## config.mk

```make
export PLATFORM = sky130hd
export DESIGN_NAME = track_predictor
export DESIGN_NICKNAME = d
export VERILOG_FILES = /design/src/rtl/mp_pkg.sv /design/src/rtl/track_history.sv /design/src/rtl/track_predictor.sv
export SDC_FILE = /design/constraint.sdc
export NUM_CORES = 1
export LEC_CHECK = 0
export ABC_AREA = 1
export BUFFER_PORTS_ARGS = -buffer_cell sky130_fd_sc_hd__clkbuf_2
export CAP_MARGIN = 20
export CORE_MARGIN = 2
export CORE_UTILIZATION = 36
export CTS_CLUSTER_SIZE = 25
export DETAILED_ROUTE_END_ITERATION = 8
export GPL_ROUTABILITY_DRIVEN = 0
export PLACE_DENSITY = 0.58
export SETUP_SLACK_MARGIN = 0.1
export SYNTH_ARGS = -nofsm -noshare
export SYNTH_HDL_FRONTEND = slang
export SYNTH_SLANG_ARGS = --single-unit
export TNS_END_PERCENT = 20
```

## constraint.sdc

```tcl
create_clock -name i_clk -period 6.25 [get_ports i_clk]
set_clock_uncertainty 0.05 [all_clocks]
set_input_delay 0.625 -clock i_clk [delete_from_list [all_inputs] [get_ports i_clk]]
set_output_delay 0.625 -clock i_clk [all_outputs]
set_load 0.05 [all_outputs]
```

## src/rtl/mp_pkg.sv

```systemverilog
// Shared types and frame constants for the track predictor and its history store.
package mp_pkg;

    localparam int          WIDTH      = 640;
    localparam int          HEIGHT     = 480;
    localparam logic [10:0] NOT_FOUND  = 11'd2023;
    localparam int          HIST_DEPTH = 5;

    typedef enum logic [1:0] {
        NOTRACK = 2'd0,
        ACQUIRE = 2'd1,
        TRACK   = 2'd2,
        COAST   = 2'd3
    } trk_state_t;

    typedef logic [10:0]        coord_t;
    typedef logic signed [11:0] vel_t;
    typedef logic signed [13:0] wide_t;

endpackage

```

## src/rtl/track_history.sv

```systemverilog
// Per-axis centre history: newest at h[0], a push shifts older entries toward h[4].
module track_history
    import mp_pkg::*;
(
    input  logic   clk,
    input  logic   rst_n,
    input  logic   push,
    input  logic   clear,
    input  coord_t din,
    output coord_t h0,
    output coord_t h3,
    output coord_t h4
);

    coord_t hist [HIST_DEPTH];

    always_ff @(posedge clk or negedge rst_n) begin
        if (!rst_n) begin
            for (int i = 0; i < HIST_DEPTH; i++) hist[i] <= '0;
        end else if (clear) begin
            for (int i = 0; i < HIST_DEPTH; i++) hist[i] <= '0;
        end else if (push) begin
            hist[0] <= din;
            for (int i = 1; i < HIST_DEPTH; i++) hist[i] <= hist[i-1];
        end
    end

    // h[3] becomes the oldest entry once a push lands, so the updater needs it
    assign h0 = hist[0];
    assign h3 = hist[HIST_DEPTH-2];
    assign h4 = hist[HIST_DEPTH-1];

endmodule

```

## src/rtl/track_predictor.sv

```systemverilog
// Per-frame bounding-box centre tracker with velocity estimate, coasting and clamped prediction.
module track_predictor
    import mp_pkg::*;
#(
    parameter int MIN_SIZE       = 4,
    parameter int MAX_MISS       = 8,
    parameter int LOG2_LOOKAHEAD = 1
) (
    input  logic              i_clk,
    input  logic              i_rst_n,
    input  logic              i_valid,
    input  logic [1:0][10:0]  i_up,
    input  logic [1:0][10:0]  i_left,
    input  logic [1:0][10:0]  i_right,
    input  logic [1:0][10:0]  i_down,
    output logic              o_valid,
    output logic              o_hit,
    output logic [10:0]       o_cx,
    output logic [10:0]       o_cy,
    output logic signed [11:0] o_vx,
    output logic signed [11:0] o_vy,
    output logic [10:0]       o_px,
    output logic [10:0]       o_py,
    output logic [1:0]        o_state,
    output logic              o_lost
);

    localparam int         MW        = $clog2(MAX_MISS + 1);
    localparam coord_t     MIN_SZ    = 11'(MIN_SIZE);
    localparam coord_t     X_MAX     = 11'(WIDTH - 1);
    localparam coord_t     Y_MAX     = 11'(HEIGHT - 1);
    localparam logic [2:0] FULL      = 3'(HIST_DEPTH);
    localparam logic [MW-1:0] MISS_LAST = MW'(MAX_MISS - 1);

    function automatic wide_t widen_c(input coord_t c);
        return $signed({3'b000, c});
    endfunction

    function automatic wide_t widen_v(input vel_t v);
        return {{2{v[11]}}, v};
    endfunction

    function automatic coord_t clamp_coord(input wide_t val, input coord_t hi);
        if (val < 14'sd0)             return '0;
        else if (val > widen_c(hi))   return hi;
        else                          return val[10:0];
    endfunction

    // arithmetic shift floors toward -inf for receding motion
    function automatic vel_t vel_of(input coord_t newest, input coord_t oldest);
        vel_t diff;
        diff = $signed({1'b0, newest}) - $signed({1'b0, oldest});
        return diff >>> 2;
    endfunction

    // ---- stage 0: capture the extreme points ----
    logic   vld_p0;
    coord_t up_y_p0, left_x_p0, right_x_p0, down_y_p0;

    always_ff @(posedge i_clk or negedge i_rst_n) begin
        if (!i_rst_n) vld_p0 <= 1'b0;
        else          vld_p0 <= i_valid;
    end

    always_ff @(posedge i_clk) begin
        if (i_valid) begin
            up_y_p0    <= i_up[0];
            left_x_p0  <= i_left[1];
            right_x_p0 <= i_right[1];
            down_y_p0  <= i_down[0];
        end
    end

    // ---- stage 1: detection, centre, history and state update ----
    coord_t      box_w, box_h, cx_meas, cy_meas;
    logic [11:0] sum_x, sum_y;
    logic        hit;

    assign box_w   = right_x_p0 - left_x_p0;
    assign box_h   = down_y_p0 - up_y_p0;
    assign sum_x   = {1'b0, left_x_p0} + {1'b0, right_x_p0};
    assign sum_y   = {1'b0, up_y_p0} + {1'b0, down_y_p0};
    assign cx_meas = sum_x[11:1];
    assign cy_meas = sum_y[11:1];
    assign hit = !((up_y_p0 == NOT_FOUND) || (left_x_p0 == NOT_FOUND) ||
                   (right_x_p0 < left_x_p0) || (down_y_p0 < up_y_p0) ||
                   (box_w < MIN_SZ) || (box_h < MIN_SZ));

    trk_state_t    state, state_n;
    logic [2:0]    count, count_n;
    logic [MW-1:0] miss_cnt, miss_n;
    vel_t          vx, vy, vx_n, vy_n;
    logic          push, clear, lost, calc_v;
    coord_t        din_x, din_y, synth_x, synth_y, pred_x, pred_y;
    coord_t        hx0, hx3, hy0, hy3, unused_hx4, unused_hy4;

    track_history u_hist_x (
        .clk(i_clk), .rst_n(i_rst_n), .push(push), .clear(clear),
        .din(din_x), .h0(hx0), .h3(hx3), .h4(unused_hx4)
    );

    track_history u_hist_y (
        .clk(i_clk), .rst_n(i_rst_n), .push(push), .clear(clear),
        .din(din_y), .h0(hy0), .h3(hy3), .h4(unused_hy4)
    );

    assign synth_x = clamp_coord(widen_c(hx0) + widen_v(vx), X_MAX);
    assign synth_y = clamp_coord(widen_c(hy0) + widen_v(vy), Y_MAX);

    always_comb begin
        state_n = state;
        count_n = count;
        miss_n  = miss_cnt;
        vx_n    = vx;
        vy_n    = vy;
        push    = 1'b0;
        clear   = 1'b0;
        lost    = 1'b0;
        calc_v  = 1'b0;
        din_x   = cx_meas;
        din_y   = cy_meas;
        if (vld_p0) begin
            case (state)
                NOTRACK: if (hit) begin
                    push    = 1'b1;
                    count_n = 3'd1;
                    state_n = ACQUIRE;
                end
                ACQUIRE: if (hit) begin
                    push    = 1'b1;
                    count_n = count + 3'd1;
                    if (count_n == FULL) begin
                        state_n = TRACK;
                        calc_v  = 1'b1;
                    end
                end else begin
                    clear   = 1'b1;
                    count_n = '0;
                    state_n = NOTRACK;
                end
                TRACK: begin
                    push = 1'b1;
                    if (hit) begin
                        calc_v = 1'b1;
                    end else begin
                        din_x   = synth_x;
                        din_y   = synth_y;
                        miss_n  = MW'(1);
                        state_n = COAST;
                    end
                end
                COAST: if (hit) begin
                    push    = 1'b1;
                    calc_v  = 1'b1;
                    miss_n  = '0;
                    state_n = TRACK;
                end else if (miss_cnt < MISS_LAST) begin
                    push   = 1'b1;
                    din_x  = synth_x;
                    din_y  = synth_y;
                    miss_n = miss_cnt + MW'(1);
                end else begin
                    clear   = 1'b1;
                    lost    = 1'b1;
                    miss_n  = '0;
                    count_n = '0;
                    state_n = NOTRACK;
                end
            endcase
        end
        if (calc_v) begin
            vx_n = vel_of(din_x, hx3);
            vy_n = vel_of(din_y, hy3);
        end
        if (state_n == NOTRACK) begin
            vx_n = '0;
            vy_n = '0;
        end
    end

    assign pred_x = clamp_coord(widen_c(din_x) + (widen_v(vx_n) <<< LOG2_LOOKAHEAD), X_MAX);
    assign pred_y = clamp_coord(widen_c(din_y) + (widen_v(vy_n) <<< LOG2_LOOKAHEAD), Y_MAX);

    always_ff @(posedge i_clk or negedge i_rst_n) begin
        if (!i_rst_n) begin
            state    <= NOTRACK;
            count    <= '0;
            miss_cnt <= '0;
            vx       <= '0;
            vy       <= '0;
        end else begin
            state    <= state_n;
            count    <= count_n;
            miss_cnt <= miss_n;
            vx       <= vx_n;
            vy       <= vy_n;
        end
    end

    // ---- stage 2: output registers ----
    always_ff @(posedge i_clk or negedge i_rst_n) begin
        if (!i_rst_n) begin
            o_valid <= 1'b0;
            o_hit   <= 1'b0;
            o_cx    <= '0;
            o_cy    <= '0;
            o_vx    <= '0;
            o_vy    <= '0;
            o_px    <= '0;
            o_py    <= '0;
            o_state <= '0;
            o_lost  <= 1'b0;
        end else begin
            o_valid <= vld_p0;
            o_lost  <= lost;
            if (vld_p0) begin
                o_hit   <= hit;
                o_state <= state_n;
                if (state_n == NOTRACK) begin
                    o_cx <= '0;
                    o_cy <= '0;
                    o_vx <= '0;
                    o_vy <= '0;
                    o_px <= '0;
                    o_py <= '0;
                end else begin
                    o_cx <= din_x;
                    o_cy <= din_y;
                    o_vx <= vx_n;
                    o_vy <= vy_n;
                    o_px <= pred_x;
                    o_py <= pred_y;
                end
            end
        end
    end

    logic unused_bits;
    assign unused_bits = ^{i_up[1], i_left[0], i_right[0], i_down[1], sum_x[0], sum_y[0]};

endmodule

```

Word-level counts from Yosys, hierarchy flattened. Index checks and enable logic that the tools add are counted.

Output and inout bits: 73. Register bits: 239.

$add $sub $neg: 12. Multiplexer cells: 65. Reductions and logical operators: 15. $lt $le $gt $ge: 13. Eq/ne operators: 10.

Operators with widths (count): $mux W11 (20); $mux W55 (4); $mux W12 (6); $pmux W11 S2 (2); $add A12 B13 Y14 (2); $lt A14 B1 Y1 const B (2); $add A12 B12 Y13 (2); $lt A13 B1 Y1 const B (2); $add A11 B11 Y12 (2); $sub A11 B11 Y12 (2); $eq A11 B11 Y1 const B (2); $lt A11 B11 Y1 (2); $lt A11 B3 Y1 const B (2); $sub A11 B11 Y11 (2); $gt A14 B10 Y1 const B (1); $gt A14 B11 Y1 const B (1); $mux W2 (7); $gt A13 B10 Y1 const B (1); $gt A13 B11 Y1 const B (1); $mux W1 (13); $mux W3 (4); $mux W4 (3); $pmux W3 S3 (1); $ne A2 B2 Y1 const B (4); other kinds (18) (27).

Depth between registers and ports, before layout. Gate-level depths: netlist of run 1.

Word-level depth: 17. Gate-level depth with buffers: 51.

Cells and area by module. A second synthesis of run 1 with hierarchy kept.

Cell total of the unflattened synthesis: 2042. Area, all modules: 16251.8 um^2.

By module, submodules not included: track_predictor (area an instance 11342.1 um^2, instances 1, cells each 1500); track_history (area an instance 2454.9 um^2, instances 2, cells each 271).

Worst setup path after synthesis of run 1. No wires, ideal clock.

Path type: flip-flop to flip-flop. Start: register left_x_p0[4]. End: register o_px[0]. Library setup time: 118 ps. Cell stages (with the launch flop): 41. Required time: 6082 ps. Setup slack: 432 ps. Clock period less this slack: 5818 ps. Arrival time: 5650 ps. Cells stage by stage: edfxtp_1 -> inv_1 -> ha_1 -> a21oi_1 -> nor2_1 -> nor2_1 -> nand3_1 -> nand2_1 -> nand3_1 -> nor2_1 -> nand3_1 -> nand3_2 -> buf_6 -> nand2_1 -> inv_1 -> clkbuf_1 -> o211ai_1 -> o21ai_0 -> [5 not listed] -> xor2_1 -> o21ai_0 -> inv_1 -> ha_1 -> nand2_1 -> o21ai_0 -> a21oi_1 -> o21bai_1 -> a21oi_1 -> o21bai_1 -> xor2_1 -> o21bai_1 -> o21a_1 -> nand3_1 -> nor2_4 -> nand2_1 -> nand2_1 -> nand2_1.

Cells in the longest elaborated chain, start to end: 17. Elaborated cells on any way between the ends: 35. Those cells by class: add/sub: 4; order compare: 4; eq/ne: 1; mux: 20; reduce/logical: 6.

Ends and longest elaborated chain: start, declared (line track_predictor.sv:58) `coord_t up_y_p0, left_x_p0, right_x_p0, down_y_p0;`; start signal, assigned (line track_predictor.sv:68) `left_x_p0 <= i_left[1];`; parallel branches: the longest is 11 deep, another holds $sub A11 B11 Y12; $mux W12 * (line track_predictor.sv:175) `if (state_n == NOTRACK) begin`; via vx_n[3] (line track_predictor.sv:92) `vel_t vx, vy, vx_n, vy_n;`; $add A12 B13 Y14 * (line track_predictor.sv:181) `assign pred_x = clamp_coord(widen_c(din_x) + (widen_v(vx_n) <<< LOG2_LOOKAHEAD), X_MAX);`; $gt A14 B11 Y1 (line track_predictor.sv:45) `else if (val > widen_c(hi)) return hi;`; $mux W11 (line track_predictor.sv:45); $mux W11 * (line track_predictor.sv:44) `if (val < 14'sd0) return '0;`; $mux W11 * (line track_predictor.sv:219) `if (state_n == NOTRACK) begin`; end signal, assigned (line track_predictor.sv:231) `o_px <= pred_x;`; end, declared (line track_predictor.sv:22) `output logic [10:0] o_px,`.

Mark *: on every way through the listed nets, which the timed path passes. A chain may end at the register's enable or synchronous reset.

Worst setup path after layout of run 1.
Start: register right_x_p0[3]. End: register o_py[6].

Cells in the longest elaborated chain, start to end: 16. Elaborated cells on any way between the ends: 31. Those cells by class: add/sub: 3; order compare: 4; mux: 19; reduce/logical: 5.

Ends and longest elaborated chain: start, declared (line track_predictor.sv:58); start signal, assigned (line track_predictor.sv:69) `right_x_p0 <= i_right[1];`; parallel branches: the longest is 3 deep, another holds $sub A11 B11 Y11; $logic_or A1 B1 Y1 * (line track_predictor.sv:86) `(right_x_p0 < left_x_p0) || (down_y_p0 < up_y_p0) ||`; $logic_or A1 B1 Y1 * (line track_predictor.sv:87) `(box_w < MIN_SZ) || (box_h < MIN_SZ));`; $mux W11, on equally long branches (line track_predictor.sv:152, track_predictor.sv:143); $pmux W11 S2 (line track_predictor.sv:123) `case (state)`; $mux W11 (line track_predictor.sv:122) `if (vld_p0) begin`; $sub A11 B11 Y12 (line track_predictor.sv:52) `diff = $signed({1'b0, newest}) - $signed({1'b0, oldest});`; $mux W12 (line track_predictor.sv:171) `if (calc_v) begin`; $mux W12 * (line track_predictor.sv:175); via vy_n[3] (line track_predictor.sv:92); $add A12 B13 Y14 * (line track_predictor.sv:182) `assign pred_y = clamp_coord(widen_c(din_y) + (widen_v(vy_n) <<< LOG2_LOOKAHEAD), Y_MAX);`; $gt A14 B10 Y1 (line track_predictor.sv:45); $mux W11 (line track_predictor.sv:45); $mux W11 * (line track_predictor.sv:44); $mux W11 * (line track_predictor.sv:219); end signal, assigned (line track_predictor.sv:232) `o_py <= pred_y;`; end, declared (line track_predictor.sv:23) `output logic [10:0] o_py,`.

Marks and branches as above.

==> results of run 1 <==
-- final timing paths --
| check | cells after the start | endpoint | startpoint |
|---|---|---|---|
| worst min register to register | 2 | o_vy[5] | o_vy[5] |
| max in group asynchronous | 2 | u_hist_x.hist[22] | i_rst_n |
| worst max register to register | 38 | o_py[6] | right_x_p0[3] |
| min in group i_clk | 1 | right_x_p0[9] | i_right[20] |
| worst min-delay path | 1 | o_py[2] | i_rst_n |
| worst max-delay path | 38 | o_py[6] | right_x_p0[3] |
-- timing repair --
| item | in CTS | in global routing |
|---|---|---|
| gates resized for setup | 7 | 176 |
| gates cloned | 0 | 2 |
| pin swaps | 1 | 82 |
| endpoints found under the hold margin | 0 | 0 |
| hold buffers | 0 | 0 |
| setup endpoints to repair | 19 | 19 |
| setup buffers | 2 | 49 |
-- cells in the final DEF (no fill, tap or decap), drive strengths merged, types with 10 or more instances in the layout --
master	netlist	layout
xor2	46	46
ha	105	105
dfrtp	195	195
nand2	488	488
nor2	78	80
buf	18	125
o22ai	68	68
nand3	83	83
a21oi	98	98
nor3	10	10
clkbuf	31	161
edfxtp	44	44
o21ai	90	90
inv	300	301
o21bai	22	22
xnor2	17	17
nand4	17	17
o211ai	10	10
-- metrics by stage --
| stage | instances | setup TNS, ps |
|---|---|---|
| after CTS | 2483 | 0 |
| after detailed placement | 2428 | -236 |
| after floorplan | 1767 | 0 |
| after global routing | 2535 | -489 |
| after global placement | 2428 | -24.2 |
| final | 2535 | 0 |
-- logic make-up (layout without fill, tap and decap cells) --
group	after synthesis	in the layout	synth area share [%]
adder cells (fa/ha/maj)	111	111	10.0
AND/OR/NAND/NOR	685	687	20.0
XOR/XNOR	63	63	3.87
AO/OA/AOI/OAI	318	318	13.1
flip-flops	239	239	43.4
buffers and inverters	351	599	9.51
-- final cells by class --
cell class                      instances  area share (%)
Tap cell                              518            3.58
Inverter                              302            6.28
Clock inverter                         11           0.787
Multi-Input combinational cell       1179            41.6
Sequential cell                       239            34.2
Timing Repair Buffer                  244            8.65
Clock buffer                           42            4.89
-- worst register-to-register path, delay by kind of cell (launching register included) --
kind / cells / cell delay, ps
DFF: 1 / 430
AOI/OAI and AO/OA: 9 / 1140
xor gates and xnor gates: 2 / 330
adders and majority gates: 3 / 1000
and+or+nand+nor: 18 / 1890
buffers and inverters: 6 / 870
-- power breakdown --
| part | total, W | leakage, nW | internal, W | switching (W) |
|---|---|---|---|---|
| sequential | 0.00195 | 3.10 | 0.00183 | 0.000118 |
| combinational | 0.00217 | 5.78 | 0.000821 | 0.00135 |
| clock | 0.00178 | 0.509 | 0.00110 | 0.000678 |
-- metal layers --
metal / vias to the layer above / wire length, um / share of wire, % / GRT usage, %
met4: 0 / 694 / 1.8 / 3.23
met5: - / 0 / 0 / 0
li1: 6185 / - / - / -
met2: 258 / 16900 / 43 / 28.3
met1: 5763 / 19200 / 49 / 27.4
met3: 41 / 2120 / 5.4 / 3.31
-- state kept, by name (all words and copies together), names as in the netlist, 12 cells and up --
register       count
u_hist_x.hist     22
o_vy              12
u_hist_y.hist     22
vy                12
vx                12
o_vx              12
==> impl_metrics.tcl, run 1 <==
set metrics [dict create \
    ios 164 \
    synthesis.instances 1767 \
    startpoint_type "register" \
    synthArstFlopShare_pct 81.6 \
    critPathArrivalTime_ps 6220 \
    synth_ff_type "dfrtp_1" \
    synth_enable_flop_cells 44 \
    ir_drop_v 0.000231 \
    viasPerCell 4.83 \
    cp_max_fo 6 \
    rows 72 \
    path_clk_slew_ps 60 \
    grt_pass1_wl_mm 61.3 \
    post-route-period-util_pct 93.2 \
    hold_slack_ps 104 \
    ys_types 54 \
    synth.most_common_cell "nand2_1" \
    initial_core_util_pct 36.7 \
    fmax_ghz 0.172 \
    critPathSlowestCell "edfxtp_1" \
    clk_latency_ps 560 \
    multi_input_area_um2 7530 \
    hold_class "primary input to async pin" \
    outcome "finished clean" \
    yosys_warnings 0 \
    seq_area_um2 6200 \
    antennaDiodeCount 0 \
    path_delay_family "simple AND/OR/NAND/NOR gates" \
    maxCapViolCount 0 \
    fin_util_pct 46.5 \
    syn_to_final_growth_pct 26.9 \
    critPathRequiredTime_ps 6650 \
    finalHoldViolCount 0 \
    syn_area_um2 14300 \
    endpoint_kind "register" \
    yosys.area.top_type "dfrtp_1" \
    clock-sinks 239 \
    drive_above_1_share_pct 23.5 \
    clockRootBuffer "clkbuf_16" \
    regToRegSetupSlack_ps 430 \
    synth_seq_area_share_pct 43.4 \
    drv_slew 0 \
    ant_nets 0 \
    critical_path_buf_inv_count 6 \
    grt.overflow.total 0 \
    num_vias 12247 \
    nets 2197 \
    antenna_found_initial 0 \
    synth-seq-cells 239 \
    p_leak_nw 9.38 \
    synth.top_cells.by_count "nand2_1 (474), inv_1 (295), dfrtp_1 (195), ha_1 (105), a21oi_1 (95)" \
    dp_hpwl_mm 28.1 \
    cts_tree "built" \
    n_fill_cell 3859 \
    synth_top_area_share_pct 34.2 \
    htree_levels 1 \
    path_class "register to register" \
    die_w_um 203 \
    core-area_um2 38900 \
    drc_errors 0 \
    finalPower_w 0.00590 \
    grt_max_degree 113 \
    routed_wl_mm 38.9 \
    rsz0062_at_grt "yes" \
    min_period_ps 5820 \
    setup_viol 0 \
    finalInstanceArea_um2 18100 \
    pre_cts_ws_ps -38.9 \
    synthTopCellsByArea "dfrtp_1 (34%), nand2_1 (12%), edfxtp_1 (9.3%)" \
    finalWorstSetupSlack_ps 428 \
    p_per_area_nw_per_um2 326 \
    die_h_um 203 \
    die_area_um2 41300 \
    syn-mean-instance-area_um2 8.08 \
    path_common_cell "nand2_1" \
    drt_iter0_drc 637 \
    relSlewSlack_pct 35.7 \
    dpl_cell_area_um2 15900 \
    syn_nets 1969 \
    worstMarginPinSlew_ps 964 \
    drtPass1Iterations 7 \
    max_stage_delay_ps 430 \
    cts_made_buffers 29 \
    grt_pass1_vias 11667 \
    port_buffers 119 \
    avgRoutedWirePerCell_um 15.4 \
    grt_usage_pct 18.4 \
    clockBufferDepth 3 \
]
(Power assumes the default switching activity.)
==> run 2: changes to the inputs <==
--- a/config.mk
+++ b/config.mk
@@ -10,10 +10,11 @@
 export CAP_MARGIN = 20
 export CORE_MARGIN = 2
 export CORE_UTILIZATION = 36
+export CTS_CLUSTER_DIAMETER = 50
 export CTS_CLUSTER_SIZE = 25
 export DETAILED_ROUTE_END_ITERATION = 8
 export GPL_ROUTABILITY_DRIVEN = 0
-export PLACE_DENSITY = 0.58
+export PLACE_DENSITY = 0.66
 export SETUP_SLACK_MARGIN = 0.1
 export SYNTH_ARGS = -nofsm -noshare
 export SYNTH_HDL_FRONTEND = slang
==> run 2 against run 1 <==
Net effect: core utilization fell by 0.39 points; sequential share of layout area rose by 0.29 points; hold slack gained 79 ps; critical path depth increased by 7; combinational power hardly changed; count of clock-buffer cells in the layout is 9 lower; via count is 1.8% higher; first-iteration DRC count increased by 32%; register-to-register slack got worse by 30 ps; clock power down 6%; critical endpoint is now o_px[0]; sequential cell count is the same; highest routed layer unchanged.
==> impl_metrics.tcl, run 2 (synthesis gave the netlist of run 1 again) <==
set metrics [dict create \
    clock-sinks 239 \
    initial_core_util_pct 36.7 \
    drc_errors 0 \
    power.internal_w 0.00361 \
    path_delay_family "simple AND/OR/NAND/NOR gates" \
    avgRoutedWirePerCell_um 15.5 \
    grt_pass1_vias 11716 \
    rows 72 \
    clockBufferDepth 3 \
    syn_to_final_growth_pct 25.9 \
    max_stage_delay_ps 430 \
    finalInstanceArea_um2 18000 \
    htree_levels 1 \
    comb_power_share_pct 37.1 \
    critical_path_buf_inv_count 8 \
    finalPower_w 0.00579 \
    dp_hpwl_mm 28.1 \
    setup_viol 0 \
    min_period_ps 5850 \
    die_w_um 203 \
    worstMarginPinSlew_ps 1020 \
    drtPass1Iterations 5 \
    critPathSlowestCell "edfxtp_1" \
    grt_max_degree 89 \
    relSlewSlack_pct 32.2 \
    p_leak_nw 9.30 \
    p_per_area_nw_per_um2 322 \
    power_switching_w 0.00218 \
    path_class "register to register" \
    clk_latency_ps 570 \
    p_clk_share_pct 29.1 \
    finalHoldViolCount 0 \
    layout_commonest_cell "nand2_1" \
    cts_made_buffers 28 \
    cp_max_fo 7 \
    die_area_um2 41300 \
    hold_slack_ps 183 \
    endpoint_kind "register" \
    path_clk_slew_ps 70 \
    drv_slew 0 \
    dpl_cell_area_um2 15900 \
    nets 2187 \
    antennaDiodeCount 0 \
    num_vias 12467 \
    clockRootBuffer "clkbuf_16" \
    drive_above_1_share_pct 23.4 \
    setup_tns_ps 0 \
    maxCapViolCount 0 \
    hold_class "primary input to register" \
    core-area_um2 38900 \
    port_buffers 119 \
    grt_usage_pct 18.3 \
    antenna_found_initial 0 \
    die_h_um 203 \
    routed_wl_mm 39.2 \
    n_fill_cell 3730 \
    fmax_ghz 0.171 \
    critPathRequiredTime_ps 6640 \
    ios 164 \
    final_cell_mix "nand2_1 (434), inv_1 (276), dfrtp_1 (195), clkbuf_2 (118), buf_4 (109)" \
    seqPwrFrac_pct 33.8 \
    post-route-period-util_pct 93.6 \
    outcome "finished clean" \
    viasPerCell 4.94 \
    critPathArrivalTime_ps 6240 \
    cts_tree "built" \
    grt.overflow.total 0 \
    startpoint_type "register" \
    swShare_pct 37.7 \
    path_common_cell "nand2_1" \
    ir_drop_v 0.000244 \
    grt_pass1_wl_mm 60.8 \
    fin_util_pct 46.2 \
    drt_iter0_drc 839 \
    largestRegisters "u_hist_x.hist: 22 flops, u_hist_y.hist: 22 flops" \
    ant_nets 0 \
]
[run 2: worst register-to-register path, delay by kind of cell, from the launching register on]
kind | cells | cell delay, ps
AND/OR/NAND/NOR | 22 | 2110
AO/OA/AOI/OAI | 11 | 1470
flip-flops | 1 | 430
adder cells (fa/ha/maj) | 3 | 830
XOR/XNOR | 1 | 140
buffers and inverters | 8 | 690
[run 2: power groups by stage]
stage	combinational [W]	clock (W)	sequential [W]
finish	0.00215	0.00168	0.00195
global route	0.00237	0.00179	0.00198
CTS	0.00190	0.00172	0.00195
detailed placement	0.00188	0	0.00198
global placement	0.00184	0	0.00197
floorplan	0.00122	0	0.00208
[run 2: area by class of cell]
class / instances / area (um2) / area share (%)
timing repair buffer: 234 / 1510 / 8.38
multi-input combinational: 1180 / 7510 / 41.8
sequential: 239 / 6200 / 34.5
tap: 518 / 648 / 3.61
inverter: 302 / 1140 / 6.32
clock inverter: 18 / 203 / 1.13
clock buffer: 33 / 761 / 4.23
[run 2: metrics by stage]
step / cells / worst slack (ps)
after floorplan: 1767 / 432
after global placement: 2428 / 115
after detailed placement: 2428 / -53.2
after CTS: 2480 / 120
after global routing: 2524 / -39.8
final: 2524 / 400
[run 2: path summary, 6_finish.rpt]
kind,from,endpoint,slack [ps],depth (start not counted)
hold / removal,i_down[6],down_y_p0[6],180,1
hold reg to reg,o_vx[4],o_vx[4],430,2
max in group asynchronous,i_rst_n,u_hist_x.hist[31],4410,3
setup / recovery,left_x_p0[4],o_px[0],400,45
min in group asynchronous,i_rst_n,o_vy[1],540,2
setup reg to reg,left_x_p0[4],o_px[0],400,45
[run 2: per-layer routing]
metal	up-vias	part of all wire (%)	wire length (um)	GRT usage [%]
li1	6168	-	-	-
met1	5862	47	18300	26.1
met2	387	44	17300	28.3
met3	50	7.2	2840	4.04
met4	0	2.0	790	3.94
met5	-	0	0	0
[run 2: repair_timing]
action                                  in CTS  in global routing
hold buffers                                 1                  0
pin swaps                                    0                 73
hold endpoints to repair                    51                  0
buffers inserted                             0                 40
cloned                                       0                  3
endpoints found under the setup margin      17                 19
resized for setup                            8                180
==> run 3: changes to the inputs <==
--- a/config.mk
+++ b/config.mk
@@ -5,7 +5,7 @@
 export SDC_FILE = /design/constraint.sdc
 export NUM_CORES = 1
 export LEC_CHECK = 0
-export ABC_AREA = 1
+export ABC_AREA = 0
 export BUFFER_PORTS_ARGS = -buffer_cell sky130_fd_sc_hd__clkbuf_2
 export CAP_MARGIN = 20
 export CORE_MARGIN = 2
==> run 3 against run 2 <==
Net effect: the run now ends with negative setup slack left; via count increased by 1.2%; cell count decreased by 3.5%; sequential power increased by 6%; design area increased by 6.5%; routed wire length increased by 3.3%; core utilization increased by 3.6 points; fmax decreased by 11%; die area decreased by 2.3%; global-route usage increased by 1.2 points; sequential cell count unchanged; first-iteration DRC count decreased by 3.5%; critical path type unchanged; largest power group unchanged; highest routed layer is now met5.
==> impl_metrics.tcl, run 3 <==
set metrics [dict create \
    outcome "finished with violations" \
    violations "negative setup slack" \
    die_w_um 201 \
    grt.overflow.total 0 \
    post-route-period-util_pct 105 \
    port_buffers 119 \
    syn_area_um2 13900 \
    cts_made_buffers 27 \
    synth_seq_area_share_pct 44.5 \
    dp_hpwl_mm 29.3 \
    htree_levels 1 \
    placed_cells 2349 \
    ant_nets 0 \
    yosys.area.top_type "dfrtp_1" \
    synthAdderAreaFrac_pct 10.3 \
    p_leak_nw 9.13 \
    core-area_um2 38500 \
    synth_compound_area_share_pct 19.7 \
    rsz0062_at_grt "yes" \
    synthMuxAreaShare_pct 1.65 \
    critical_path_buf_inv_count 3 \
    endpoint_kind "register" \
    synth_top_area_share_pct 35.0 \
    ys_types 80 \
    rows 72 \
    synth.top_cells.by_count "nand2_1 (256), dfrtp_1 (195), a21oi_1 (134), inv_1 (121), ha_1 (105)" \
    ios 164 \
    antennaDiodeCount 0 \
    maxCapViolCount 0 \
    die_area_um2 40300 \
    final_cell_mix "buf_4 (298), nand2_1 (249), dfrtp_1 (194), clkbuf_2 (118), inv_1 (116)" \
    layout_commonest_cell "buf_4" \
    synth_ff_type "dfrtp_1" \
    startpoint_type "register" \
    r2r_start "left_x_p0[2]" \
    path_class "register to register" \
    synth.most_common_cell "nand2_1" \
    syn_to_final_growth_pct 37.3 \
    synthTopCellsByArea "dfrtp_1 (35%), edfxtp_1 (9.5%), ha_1 (9.4%)" \
    path_common_cell "o21ai_2" \
    drv_slew 0 \
    initial_core_util_pct 36.2 \
    critPathSlowestCell "or3_4" \
    critPathLaunch "left_x_p0[2]" \
    n_fill_cell 3503 \
    finalWorstSetupSlack_ps -338 \
    synth_top_family_by_area "compound AO/OA/AOI/OAI gates" \
    grt_max_degree 89 \
    synth-seq-cells 239 \
    grt_pass1_vias 12373 \
    grt_usage_pct 19.5 \
    ir_drop_v 0.000262 \
    avgRoutedWirePerCell_um 16.6 \
    setup_viol 19 \
    clk_latency_ps 570 \
    seqPwrFrac_pct 31.4 \
    finalNonFillerCells 2436 \
    grt_pass1_wl_mm 63.8 \
    power.internal_w 0.00414 \
    yosys.area_share.xor_xnor_pct 3.96 \
    die_h_um 201 \
    antenna_found_initial 1 \
    hold_buffers 0 \
    syn_nets 1704 \
    drt_iter0_drc 810 \
    worstMarginPinSlew_ps 987 \
    yosys_warnings 0 \
    routed_wl_mm 40.4 \
    finalHoldViolCount 0 \
    max_stage_delay_ps 420 \
    synthArstFlopShare_pct 81.6 \
    seq_area_um2 6200 \
    swShare_pct 37.4 \
    synth_enable_flop_cells 44 \
    min_period_ps 6590 \
    path_clk_slew_ps 70 \
    largestRegisters "u_hist_x.hist: 22 flops, u_hist_y.hist: 22 flops" \
    clockRootBuffer "clkbuf_16" \
    critPathRequiredTime_ps 6610 \
    clock-sinks 239 \
    critPathArrivalTime_ps 6950 \
    clockBufferDepth 3 \
    syn-mean-instance-area_um2 9.28 \
    multi_input_area_um2 7870 \
    relSlewSlack_pct 34.2 \
    viasPerCell 5.18 \
    hold_class "primary input to async pin" \
    p_clk_share_pct 26.2 \
    pre_cts_ws_ps -576 \
    p_per_area_nw_per_um2 345 \
    drive_above_1_share_pct 33.0 \
    drc_errors 0 \
    nets 2100 \
    power_switching_w 0.00247 \
    synthesis.instances 1502 \
    cp_max_fo 6 \
    synth-simple-area-share_pct 14.9 \
    fmax_ghz 0.152 \
    num_vias 12620 \
    path_delay_family "compound AO/OA/AOI/OAI gates" \
    comb_power_share_pct 42.4 \
    cts_tree "built" \
    drtPass1Iterations 5 \
]
==> run 3: cell types whose count changed after synthesis, sizes merged, moves of 20 or more <==
cell    previous run  this run
nand3             83        32
a21o               4        24
o22ai             68        11
inv              300       122
a21oi             98       137
clkbuf            31        51
nand2            488       256
==> run 3: final timing paths <==
| path | depth (start not counted) | to | slack [ps] |
|---|---|---|---|
| hold reg to reg | 1 | o_cx[0] | 440 |
| min in group i_clk | 1 | down_y_p0[9] | 180 |
| setup reg to reg | 34 | o_py[0] | -340 |
| hold / removal | 1 | o_valid | 30 |
| max in group asynchronous | 3 | vld_p0 | 4850 |
| setup / recovery | 34 | o_py[0] | -340 |
==> run 3: timing repair <==
item                                    CTS  global route
setup buffers                            25             9
gates cloned                              3             0
pin swaps                                38            65
endpoints found under the setup margin   19            19
hold endpoints to repair                  0             0
gates resized for setup                  66            79
==> run 3: layout make-up <==
type,count,area share [%]
Multi-Input combinational cell,1082,41.1
Sequential cell,239,32.4
Timing Repair Buffer,426,15.5
Clock buffer,29,3.68
Tap cell,518,3.39
Inverter,122,2.39
Clock inverter,20,1.47
==> run 3: power by group through the flow <==
stage / sequential (W) / clock, W / combinational (W)
after global placement: 0.00208 / 0 / 0.00240
after global routing: 0.00211 / 0.00183 / 0.00306
final: 0.00207 / 0.00173 / 0.00280
after detailed placement: 0.00210 / 0 / 0.00246
after CTS: 0.00207 / 0.00176 / 0.00261
after floorplan: 0.00224 / 0 / 0.00129
==> run 3: metrics by stage <==
step | hold slack, ps | util [%] | setup TNS [ps] | area, um2 | total power (W)
finish | 27.8 | 49.7 | -4810 | 19100 | 0.00661
global route | 93.8 | 49.7 | -10610 | 19100 | 0.00699
CTS | 69.9 | 48.4 | -4920 | 18600 | 0.00645
detailed placement | 426 | 44.5 | -10080 | 17100 | 0.00456
global placement | 415 | 44.5 | -6510 | 17100 | 0.00449
floorplan | 279 | - | -3210 | 14100 | 0.00353
==> run 3: cell families after synthesis <==
kind of cell	after synthesis
DFF	239
AOI/OAI and AO/OA	419
and+or+nand+nor	467
xor gates and xnor gates	63
buffers and inverters	182
adders and majority gates	111
muxes	21
==> run 3: layer usage <==
| metal | GRT usage, % | routed length (um) | part of all wire [%] | vias up |
|---|---|---|---|---|
| li1 | - | - | - | 6075 |
| met1 | 26.2 | 17300 | 43 | 6113 |
| met2 | 32.5 | 19600 | 48 | 335 |
| met3 | 3.17 | 2340 | 5.8 | 95 |
| met4 | 5.48 | 1240 | 3.1 | 2 |
| met5 | 0 | 12 | 0.030 | - |
